### config.mk
export PLATFORM = sky130hd
export DESIGN_NAME = fa4_rca_adder
export DESIGN_NICKNAME = d
export VERILOG_FILES = /design/src/rtl/fa4_rca_adder.sv
export SDC_FILE = /design/constraint.sdc
export NUM_CORES = 1
export LEC_CHECK = 0
export BUFFER_PORTS_ARGS = -buffer_cell sky130_fd_sc_hd__buf_2
export CORE_AREA = 2 2 39 41
export DETAILED_ROUTE_END_ITERATION = 8
export DIE_AREA = 0 0 41 43
export SYNTH_ARGS = -nofsm -noshare
export SYNTH_HDL_FRONTEND = slang
export SYNTH_SLANG_ARGS = --single-unit
### constraint.sdc
create_clock -name clk -period 0.8 [get_ports clk]
set_clock_uncertainty 0.15 [all_clocks]
set_input_delay 0.08 -clock clk [delete_from_list [all_inputs] [get_ports clk]]
set_output_delay 0.08 -clock clk [all_outputs]
set_load 0.005 [all_outputs]
### src/rtl/fa4_rca_adder.sv
// fa4_rca_adder: WIDTH-bit ripple-carry adder, registered sum/carry/overflow/zero; 1-cycle latency,
// 2 with FA4_RCA_PIPE_EN (input register stage); accepts one operand set per cycle, no backpressure.

module fa4_rca_adder_cell (
  input  logic a,
  input  logic b,
  input  logic ci,
  output logic s,
  output logic co
);
  assign s  = a ^ b ^ ci;
  assign co = (a & b) | (ci & (a ^ b));
endmodule

module fa4_rca_adder #(
  parameter int WIDTH = 4
) (
  input  logic             clk,
  input  logic             rst,
  input  logic             in_valid,
  input  logic [WIDTH-1:0] a,
  input  logic [WIDTH-1:0] b,
  input  logic             cin,
  output logic             out_valid,
  output logic [WIDTH-1:0] sum,
  output logic             carry,
  output logic             overflow,
  output logic             zero
);

  logic [WIDTH-1:0] core_a;
  logic [WIDTH-1:0] core_b;
  logic             core_cin;
  logic             core_valid;

`ifdef FA4_RCA_PIPE_EN
  // Operands are only captured when valid, so idle-cycle garbage never enters the chain.
  always_ff @(posedge clk or posedge rst) begin
    if (rst) begin
      core_valid <= 1'b0;
      core_a     <= '0;
      core_b     <= '0;
      core_cin   <= 1'b0;
    end else begin
      core_valid <= in_valid;
      if (in_valid) begin
        core_a   <= a;
        core_b   <= b;
        core_cin <= cin;
      end
    end
  end
`else
  assign core_a     = a;
  assign core_b     = b;
  assign core_cin   = cin;
  assign core_valid = in_valid;
`endif

  logic [WIDTH:0]   c;
  logic [WIDTH-1:0] s;

  assign c[0] = core_cin;

  generate
    for (genvar i = 0; i < WIDTH; i++) begin : g_cell
      fa4_rca_adder_cell u_cell (
        .a  (core_a[i]),
        .b  (core_b[i]),
        .ci (c[i]),
        .s  (s[i]),
        .co (c[i+1])
      );
    end
  endgenerate

  // Signed overflow is the disagreement between carry into and out of the MSB cell.
  always_ff @(posedge clk or posedge rst) begin
    if (rst) begin
      out_valid <= 1'b0;
      sum       <= '0;
      carry     <= 1'b0;
      overflow  <= 1'b0;
      zero      <= 1'b0;
    end else begin
      out_valid <= core_valid;
      if (core_valid) begin
        sum      <= s;
        carry    <= c[WIDTH];
        overflow <= c[WIDTH] ^ c[WIDTH-1];
        zero     <= ~|s;
      end
    end
  end

endmodule

# Word-level counts from Yosys, hierarchy flattened
# Index checks and enable logic that the tools add are counted.
[totals]
reg_bits = 8
out_inout_bits = 8
wordCells = 28
[classes]
bitwise_logic = 21
reduce_logical = 2
[ops]
columns = ["operator", "count"]
rows = [
  ["$xor 1x1->1", 9],
  ["$and 1x1->1", 8],
  ["$or 1x1->1", 4],
  ["$reduce_or 4->1", 1],
  ["$logic_not 1->1", 1],
]

# Depth between registers and ports, before layout
# Gate-level depths: netlist (run 1).
[depth]
depth_word = 10
ltp_mapped = 7

# Hierarchy
# Synthesis (run 1) repeated with hierarchy kept, for this count alone.
[unflattened]
cells_unflattened = 24
area_unflattened_um2 = 415.4
[by_module_without_submodules]
columns = ["module", "n_inst", "cells_each", "area_each_um2", "seq_area_each_um2"]
rows = [
  ["fa4_rca_adder", 1, 20, 335.3, 200.2],
  ["fa4_rca_adder_cell", 4, 1, 20.0, 0.0],
]

# Worst setup path after synthesis (run 1)
# OpenSTA, ideal clock, no wires.
[synth_path]
path_type = "input port to flip-flop"
from = "input port a[0]"
to = "register zero"
arrival_time_ns = 2.165
required_ns = 0.525
setup_slack_ns = -1.640
path_stages = 7
n_path_buf = 0
cell_sequence = "fa_1 > fa_1 > fa_1 > inv_1 > fa_1 > nor4b_2 > mux2_4"
[synth_via]
elab_chain_len = 10
elab_cells_between_ends = 14
cone_classes = "bitwise: 12; reduce/logical: 2"
[synth_lines]
columns = ["element", "line", "source"]
rows = [
  ["from (decl)", "21", "input logic [WIDTH-1:0] a,"],
  ["$xor 1x1->1", "11, 12", ""],
  ["$and 1x1->1", "12", "assign co = (a & b) | (ci & (a ^ b));"],
  ["$or 1x1->1", "12", ""],
  ["$and 1x1->1", "12", ""],
  ["$or 1x1->1", "12", ""],
  ["$and 1x1->1", "12", ""],
  ["$or 1x1->1", "12", ""],
  ["$xor 1x1->1", "11", "assign s = a ^ b ^ ci;"],
  ["$reduce_or 4->1 *", "91", "zero <= ~|s;"],
  ["$logic_not 1->1 *", "91", ""],
  ["to (signal assigned)", "91", ""],
  ["to (decl)", "28", "output logic zero"],
]
# Mark *: on every way between the ends. The rest lies on a longest branch, timed or not.
# A chain may end at the register's enable or synchronous reset.

# Final worst setup path (run 1)
[layout_path]
from = "input port cin"
to = "register zero"
[layout_via]
elab_chain_len = 9
elab_cells_between_ends = 12
cone_classes = "bitwise: 10; reduce/logical: 2"
[layout_lines]
columns = ["element", "line", "source"]
rows = [
  ["from (decl)", "23", "input logic cin,"],
  ["$and 1x1->1", "12", ""],
  ["$or 1x1->1", "12", ""],
  ["$and 1x1->1", "12", ""],
  ["$or 1x1->1", "12", ""],
  ["$and 1x1->1", "12", ""],
  ["$or 1x1->1", "12", ""],
  ["$xor 1x1->1", "11", ""],
  ["$reduce_or 4->1 *", "91", ""],
  ["$logic_not 1->1 *", "91", ""],
]
# Marked as above.

==> run metrics, run 1 <==
Fin. Hold Viols=1; number of DRC markers in iteration 0=0; Setup crit end kind=flip-flop; Port Buffer Count=19; post-synthesis sequential area ratio=around 47%; Slew Limit Fails=0; cell taking the most area after synthesis=dfrtp_1; effective utilization at floorplan=30.92%; post-place setup slack=-1.724 ns; worst-path fanout max=2; Synth-to-Final Area Change=48.54%; Mapped Area=427.9 um^2; TritonCTS Buffers=3; Worst-path clk slew=around 0.06 ns; drt first pass iters=1; largest net degree at the start of global routing=9; clk_lat worst skew=about 0.25 ns; HPWL Detailed=583.9 um; Synth async-reset ratio=100.0%; Worst-Margin Slew=0.2989 ns; Avg WL per Cell=slightly above 10 um; storage element area=~200 um^2; Tightest Hold Check Type=in -> reg; Hold Worst Slack=-0.09132 ns; Tot Pwr=0.001244 W; DR vias/cell=between 4 and 5; startpoint type of the worst setup path=input pin; top cell type's share of synthesized area=46.78%; DRC viols=0; synthesized instance count=28; IO Count=20; dominant cells by area after synthesis=dfrtp_1, fa_1, mux2_4; Post-Route WL=approximately 720 um; Antenna Cells=0; FF+latch count, synth=8; grt total ovfl=0; Slew headroom=80.05%; Static Leakage=roughly 0.33 nW; Final setup viols=15; vias=about 310; most numerous cell in the Yosys netlist=dfrtp_1; Synth Warn #=0; Die Area=1763 um^2; synth unique cells=10; CTS sink count=8; Core ar.=1384 um^2; multi-input logic area=211.5 um^2; Crit Path Category=in -> reg; CP Data Arrival Time=2.15 ns; Chip Width=41 um; Post-synth EDFFs=0; Row Count=14; aggregate global-route resource usage=11.00%; CP required=0.79 ns; syn avg cell area=15.28 um^2; status=finished, violations left; initial antenna violation count=0; fin crit share=270.2%; root buf cell=clkbuf_4; power density cells=~2000 nW/um^2; Max Fclk=between 400 and 500 MHz; Die Height=43 um; Clock Path Buffers=2; vias in the first global route=between 300 and 400; Top FF cell, synth=dfrtp_1; nets@finish=between 70 and 80; post-route insts no fill=71; list of most frequent post-synthesis cells=dfrtp_1, inv_1, mux2_4; violated checks=negative hold slack, negative setup slack; post-layout minimum cycle time=about 2.2 ns; CTS H-tree depth=1; Placed Cells=67; antenna viol nets, final=0; maxcap violations=0; routability-driven placement congestion ratio=a little over 0.6; Hold Buf Count CTS=1; first-pass GRT wire length=between 1 and 1.5 mm; post-synth net total=44; Final WS setup=-1.361 ns; fillcell total=between 100 and 150; worst vdd ir=0.7422 mV; CTS tree=done; layout cells sized above 1=70.91%; RSZ-0062 raised after global routing=yes
## stage by stage
| step | utilization (%) | setup TNS (ns) | instance area (um^2) |
|---|---|---|---|
| 6_report | 45.93 | -7.368 | 635.6 |
| 3_5_place_dp | 41.68 | -8.227 | 576.8 |
| 5_1_grt | 45.93 | -7.863 | 635.6 |
| 4_1_cts | 45.21 | -7.526 | 625.6 |
| 3_3_place_gp | 41.68 | -8.163 | 576.8 |
| 2_1_floorplan | - | -6.888 | 435.4 |
## flip-flops by register name, summed over array words and instances (netlist names)
| signal | flops |
|---|---|
| sum | 4 |
| overflow | 1 |
| zero | 1 |
| out_valid | 1 |
| carry | 1 |
## layout make-up
| type | count | area share [%] |
|---|---|---|
| Tap cell | 16 | 3.150 |
| Clock buffer | 3 | 3.543 |
| Inverter | 5 | 2.953 |
| Sequential cell | 8 | 31.50 |
| Timing Repair Buffer | 25 | 25.59 |
| Multi-Input combinational cell | 14 | 33.27 |
## routing by layer
layer / up-vias / routed length (um) / track usage [%]
met3: 2 / 57 / 4.712
met1: 149 / 294 / 14.48
met4: 0 / 23 / 8.000
met5: - / 0 / 0
met2: 12 / 348 / 13.75
li1: 144 / - / -
## worst max-delay path, stage by stage
cell     delay, ns
buf_6         0.09
fa_2          0.37
fa_2          0.34
fa_2          0.35
inv_2         0.07
fa_2          0.43
nor4b_2       0.17
mux2_4        0.25
## power by group
group	leakage (nW)	internal [W]	switching [W]
combinational	0.217	0.000269	0.000141
clock	0.0138	0.000172	0.000144
sequential	0.0949	0.000477	0.0000406
## cells by family after synthesis
logic type | count (synthesis) | share of synthesized area (%)
flip-flops | 8 | 46.78
buffers and inverters | 6 | 7.018
multiplexers | 6 | 19.88
adder cells (fa/ha/maj) | 4 | 18.71
AND/OR/NAND/NOR | 2 | 4.384
AO/OA/AOI/OAI | 1 | 1.168
XOR/XNOR | 1 | 2.047
## worst paths after layout
check	start	endpoint	depth (start not counted)	slack, ns
max	cin	zero	8	-1.36
min	in_valid	out_valid	1	-0.09
max reg2reg	sum[2]	sum[2]	1	-0.12
min reg2reg	sum[1]	sum[1]	1	0.36
max in group asynchronous	rst	sum[1]	3	0.12
min in group asynchronous	rst	out_valid	3	0.15
## cell usage in the layout, fill, tap and decap left out
cell type and instances:
dfrtp_1 8, a21oi_2 1, inv_2 1, nor4b_2 1, mux2_4 5, mux2i_1 1
buf_6 4, buf_4 3, fa_2 4, inv_1 4, xnor2_1 1, dlygate4sd3_1 1
buf_2 17, clkbuf_4 3, nor2_1 1
## timing repair
action	4_1_cts	5_1_grt
setup buffers	0	1
resized for setup	3	3
hold endpoints to repair	9	1
setup endpoints to repair	15	15
pin swaps	4	2
(Power assumes the default switching activity.)
==> inputs of run 2 (changes only) <==
clock period = 1.9 ns   (was 0.8 ns; I/O delays follow)
==> run 2 against run 1 <==
Compared with the run above: the run ends with negative setup slack left; global-route usage about the same; clock power down 60%; non-clock buffer count down 2; largest cell class unchanged.
==> run metrics, run 2 (synthesis results as in run 1) <==
multi-input logic area=214.0 um^2 (+1.2%); clk_lat worst skew=0.25 ns (about the same); largest net degree at the start of global routing=10 (+1); top cell family by delay on the critical path=adder cells; DR vias/cell=4.087 (-5.5%); Worst-path clk slew=0.05 ns (about the same); Clock Path Buffers=2 (unchanged); Port Buffer Count=19 (unchanged); Tot Pwr=0.0005017 W (-60%); drt first pass iters=2 (+1); Reg2Reg Depth=1 (unchanged); Avg WL per Cell=10.20 um (about the same); layer carrying the most global-route usage=met2; Crit path depth=8 (unchanged); Worst-Margin Slew=0.3223 ns (+0.02337 ns); vias=282 (-8.1%); root buf cell=clkbuf_4; nets@finish=71 (-2.7%); Post CTS Setup Buffer Count=0 (unchanged); CTS tree=done; Top reg by flops=sum; startpoint type of the worst setup path=input pin; Largest register FFs=4 (unchanged); Setup crit end kind=flip-flop; aggregate global-route resource usage=11.01% (+0.011 points); CTS H-tree depth=1 (unchanged); vias in the first global route=288 (-7.7%); met3 Use GR=6.283% (+1.6 points); fillcell total=144 (+2.9%); Die Height=43 um (unchanged); most used cell, CP=fa_2; crit-path cells=buf_6 > fa_2 > fa_2 > fa_2 > inv_2 > fa_1 > nor4b_4 > mux2_4; met1 Use GR=12.84% (-1.6 points); Layout Utilization=44.03% (-1.9 points); fin area=609.3 um^2 (-4.1%); Core ar.=1384 um^2 (unchanged); Final setup viols=3 (-12); CP Data Arrival Time=2.24 ns (+0.09 ns); DRC viols=0 (unchanged); effective utilization at floorplan=30.92% (unchanged); worst-path fanout max=2 (unchanged); CTS sink count=8 (unchanged); Max Fclk=between 400 and 500 MHz; commonest cells after routing, fill and taps aside=buf_2, dfrtp_1, mux2_4, inv_1; violated checks=negative setup slack; Post-Route WL=704 um (-2.8%); Slew headroom=78.49% (-1.6 points); initial antenna violation count=0 (unchanged); fin crit share=118.9%; layout cells sized above 1=66.04% (-4.9 points); Antenna Cells=0 (unchanged); Row Count=14 (unchanged); number of DRC markers in iteration 0=1 (+1); antenna viol nets, final=0 (unchanged); met2 Usage GRT=15.31% (+1.6 points); Slew Limit Fails=0 (unchanged); commonest non-fill, non-tap cell in the layout=buf_2; Tightest Hold Check Type=in -> reg; routability-driven placement congestion ratio=0.6535 (+8.4%); IO Count=20 (unchanged); first-pass GRT wire length=1.200 mm (-2.3%); maxcap violations=0 (unchanged); Fin. Hold Viols=0 (-1); worst vdd ir=0.3166 mV (-57%); Hold Worst Slack=0.05374 ns (+0.1451 ns); Synth-to-Final Area Change=42.40%; post-layout minimum cycle time=roughly 2.3 ns; Crit Path Category=in -> reg; CP required=1.88 ns (+1.09 ns); Final WS setup=-0.3583 ns (+1.003 ns); RSZ-0062 raised after global routing=yes; Worst path slowest cell=fa_1; Placed Area=561.8 um^2 (-2.6%); TritonCTS Buffers=3 (unchanged); Die Area=1763 um^2 (unchanged); CP bufs+invs=2 (unchanged); grt total ovfl=0 (unchanged); power density cells=823.4 nW/um^2 (-58%); status=finished, violations left; CP max stage delay=0.43 ns (about the same); post-place setup slack=-0.7061 ns (+1.018 ns); storage element area=200.2 um^2 (unchanged); Chip Width=41 um (unchanged); WHS Path Cells=1 (unchanged); Static Leakage=0.3174 nW (-2.6%)
run 2: layout make-up:
cell class | count | share of cell area (%)
tap | 16 | 3.285
inverter | 5 | 3.080
sequential | 8 | 32.85
clock buffer | 3 | 3.696
multi-input combinational | 14 | 35.11
timing repair buffer | 23 | 21.97
run 2: where the power goes:
part	switching [W]	internal [W]
clock	0.0000539	0.0000720
combinational	0.0000599	0.000100
sequential	0.0000149	0.000201
run 2: through the flow:
stage                     cells  setup TNS (ns)
final                        69         -0.6005
after global routing         69         -0.7555
after CTS                    69         -0.6320
after global placement       65          -1.948
after floorplan              28          -1.037
after detailed placement     65          -2.066
run 2: worst paths after layout:
kind | to | startpoint | slack, ns
setup / recovery | zero | cin | -0.36
hold / removal | out_valid | in_valid | 0.05
setup reg to reg | overflow | overflow | 0.99
hold reg to reg | sum[2] | sum[2] | 0.36
max in group asynchronous | sum[1] | rst | 1.07
min in group asynchronous | sum[3] | rst | 0.28
run 2: layer usage:
metal,up-vias,wire (um)
li1,141,-
met1,129,314
met2,12,326
met3,0,63
met4,0,0
met5,-,0
run 2: timing repair:
item	CTS	global route
hold buffers	1	0
pin swaps	4	0
endpoints found under the hold margin	8	0
gates resized for setup	1	1
setup endpoints to repair	3	3
==> inputs of run 3 (changes only) <==
clock period = 2.3 ns   (was 1.9 ns; I/O delays follow)
==> run 3 against run 2 <==
Compared with the run above: cell area grew 1.2%; critical path type unchanged; first-iteration DRC count shrank 100%; highest routed layer unchanged; sequential power shrank 17%; sequential share of layout area shrank 0.40 points; the run now ends clean.
==> run metrics, run 3 (synthesis results as in run 1) <==
worst-path fanout max=2 (unchanged); Avg WL per Cell=9.686 um (-5.1%); Die Area=1763 um^2 (unchanged); Static Leakage=0.3222 nW (+1.5%); antenna viol nets, final=0 (unchanged); routability-driven placement congestion ratio=0.6048 (-7.5%); commonest non-fill, non-tap cell in the layout=buf_2; worst vdd ir=0.2736 mV (-14%); HP Start=in_valid; vias=296 (+5.0%); startpoint type of the worst setup path=input pin; initial antenna violation count=0 (unchanged); vias in the first global route=295 (+2.4%); fin crit share=99.38%; Crit Path Category=in -> reg; Core ar.=1384 um^2 (unchanged); crit-path cells=buf_6 > fa_2 > fa_2 > fa_2 > inv_2 > fa_1 > nor4b_4 > mux2_4; CTS sink count=8 (unchanged); most used cell, CP=fa_2; Slew Limit Fails=0 (unchanged); RSZ-0062 raised after global routing=yes; Post-Route WL=678 um (-3.7%); drt first pass iters=1 (-1); Layout Utilization=44.57% (+0.54 points); layout cells sized above 1=66.67% (+0.63 points); post-route insts no fill=70 (+1.4%); nets@finish=72 (+1.4%); maxcap violations=0 (unchanged); Worst path slowest cell=fa_1; TritonCTS Buffers=3 (unchanged); CTS H-tree depth=1 (unchanged); Antenna Cells=0 (unchanged); Worst-Margin Slew=0.2869 ns (-0.03543 ns); Worst-path clk slew=0.05 ns (about the same); Placed Cells=65 (unchanged); WHS Path Cells=1 (unchanged); first-pass GRT wire length=1.138 mm (-5.2%); multi-input logic area=214.0 um^2 (unchanged); fillcell total=146 (+1.4%); Chip Width=41 um (unchanged); R2R setup slack=1.39 ns (+0.40 ns); CP required=2.28 ns (+0.40 ns); Setup crit end kind=flip-flop; root buf cell=clkbuf_4; Synth-to-Final Area Change=44.15%; Worst R2R Start=overflow; effective utilization at floorplan=30.92% (unchanged); number of DRC markers in iteration 0=0 (-1); Tot Pwr=0.0004201 W (-16%); CP max stage delay=0.42 ns (about the same); commonest cells after routing, fill and taps aside=buf_2, dfrtp_1, mux2_4, inv_1, buf_4; status=completed; Top reg by flops=sum; DR vias/cell=4.229 (+3.5%); CTS tree=done; Port Buffer Count=19 (unchanged); Final WS setup=0.01421 ns (+0.3725 ns); Tightest Hold Check Type=in -> reg; Final setup viols=0 (-3); grt total ovfl=0 (unchanged); post-place setup slack=-0.3695 ns (+0.3366 ns); Slew headroom=80.85% (+2.4 points); storage element area=200.2 um^2 (unchanged); largest net degree at the start of global routing=10 (unchanged); Fin. Hold Viols=0 (unchanged); Largest register FFs=4 (unchanged); DRC viols=0 (unchanged); aggregate global-route resource usage=10.09% (-0.92 points); IO Count=20 (unchanged); power density cells=681.1 nW/um^2 (-17%); Max Fclk=437.5 MHz; post-layout minimum cycle time=roughly 2.3 ns; HPWL Detailed=592.9 um; Reg2Reg Depth=1 (unchanged); Die Height=43 um (unchanged); hold path endpoint=out_valid; clk_lat worst skew=0.25 ns (about the same); CP Data Arrival Time=2.27 ns (+0.03 ns); RR Endpoint=overflow; Row Count=14 (unchanged); Clock Path Buffers=2 (unchanged)
==> run 3: changes by cell type in the layout (fill, tap and decap cells not counted) <==
cell,before,now
buf_4,3,4
==> run 3: cell type report <==
type | instances | share of cell area, %
Clock buffer | 3 | 3.651
Inverter | 5 | 3.043
Multi-Input combinational cell | 14 | 34.69
Sequential cell | 8 | 32.45
Tap cell | 16 | 3.245
Timing Repair Buffer | 24 | 22.92
==> run 3: how the worst max path moves through the flow <==
| stage | from | to | slack, ns | cells after the start |
|---|---|---|---|---|
| detailed placement | a[0] | zero | -0.37 | 8 |
| floorplan | a[0] | zero | -0.19 | 7 |
| CTS | cin | zero | -0.01 | 8 |
| finish | cin | zero | 0.01 | 8 |
| global placement | a[0] | zero | -0.36 | 8 |
| global route | cin | zero | -0.03 | 8 |
==> run 3: repair_timing <==
item	in CTS	in global routing
endpoints found under the setup margin	1	2
endpoints found under the hold margin	8	0
pin swaps	4	1
gates cloned	0	0
setup buffers	1	0
gates resized for setup	2	0
hold buffers	1	0
==> run 3: worst max-delay path, delay by kind of cell <==
family	cells	cell delay, ns
mux	1	0.25
buf+inv	2	0.15
fa+ha+maj	4	1.48
simple gates	1	0.15
==> run 3: metal layers <==
layer  GRT usage, %  vias up  routed length [um]
met5              0        -                   0
met2          13.75       10                 344
li1               -      139                   -
met3          4.712        0                  53
met1          12.50      147                 280
met4          6.000        0                   0
==> run 3: where the power goes <==
part           switching, W  internal, W
Sequential        0.0000132     0.000166
Combinational     0.0000491    0.0000867
Clock             0.0000456    0.0000596
==> run 3: through the flow <==
stage                     hold slack [ns]  TNS [ns]  area, um^2
after global placement            0.03154   -0.5224       561.8
after detailed placement          0.03313   -0.5969       561.8
final                             0.08140         0       616.8
after global routing              0.08417  -0.02936       616.8
after floorplan                   -0.1043   -0.1942       435.4
after CTS                         0.07327  -0.01067       616.8
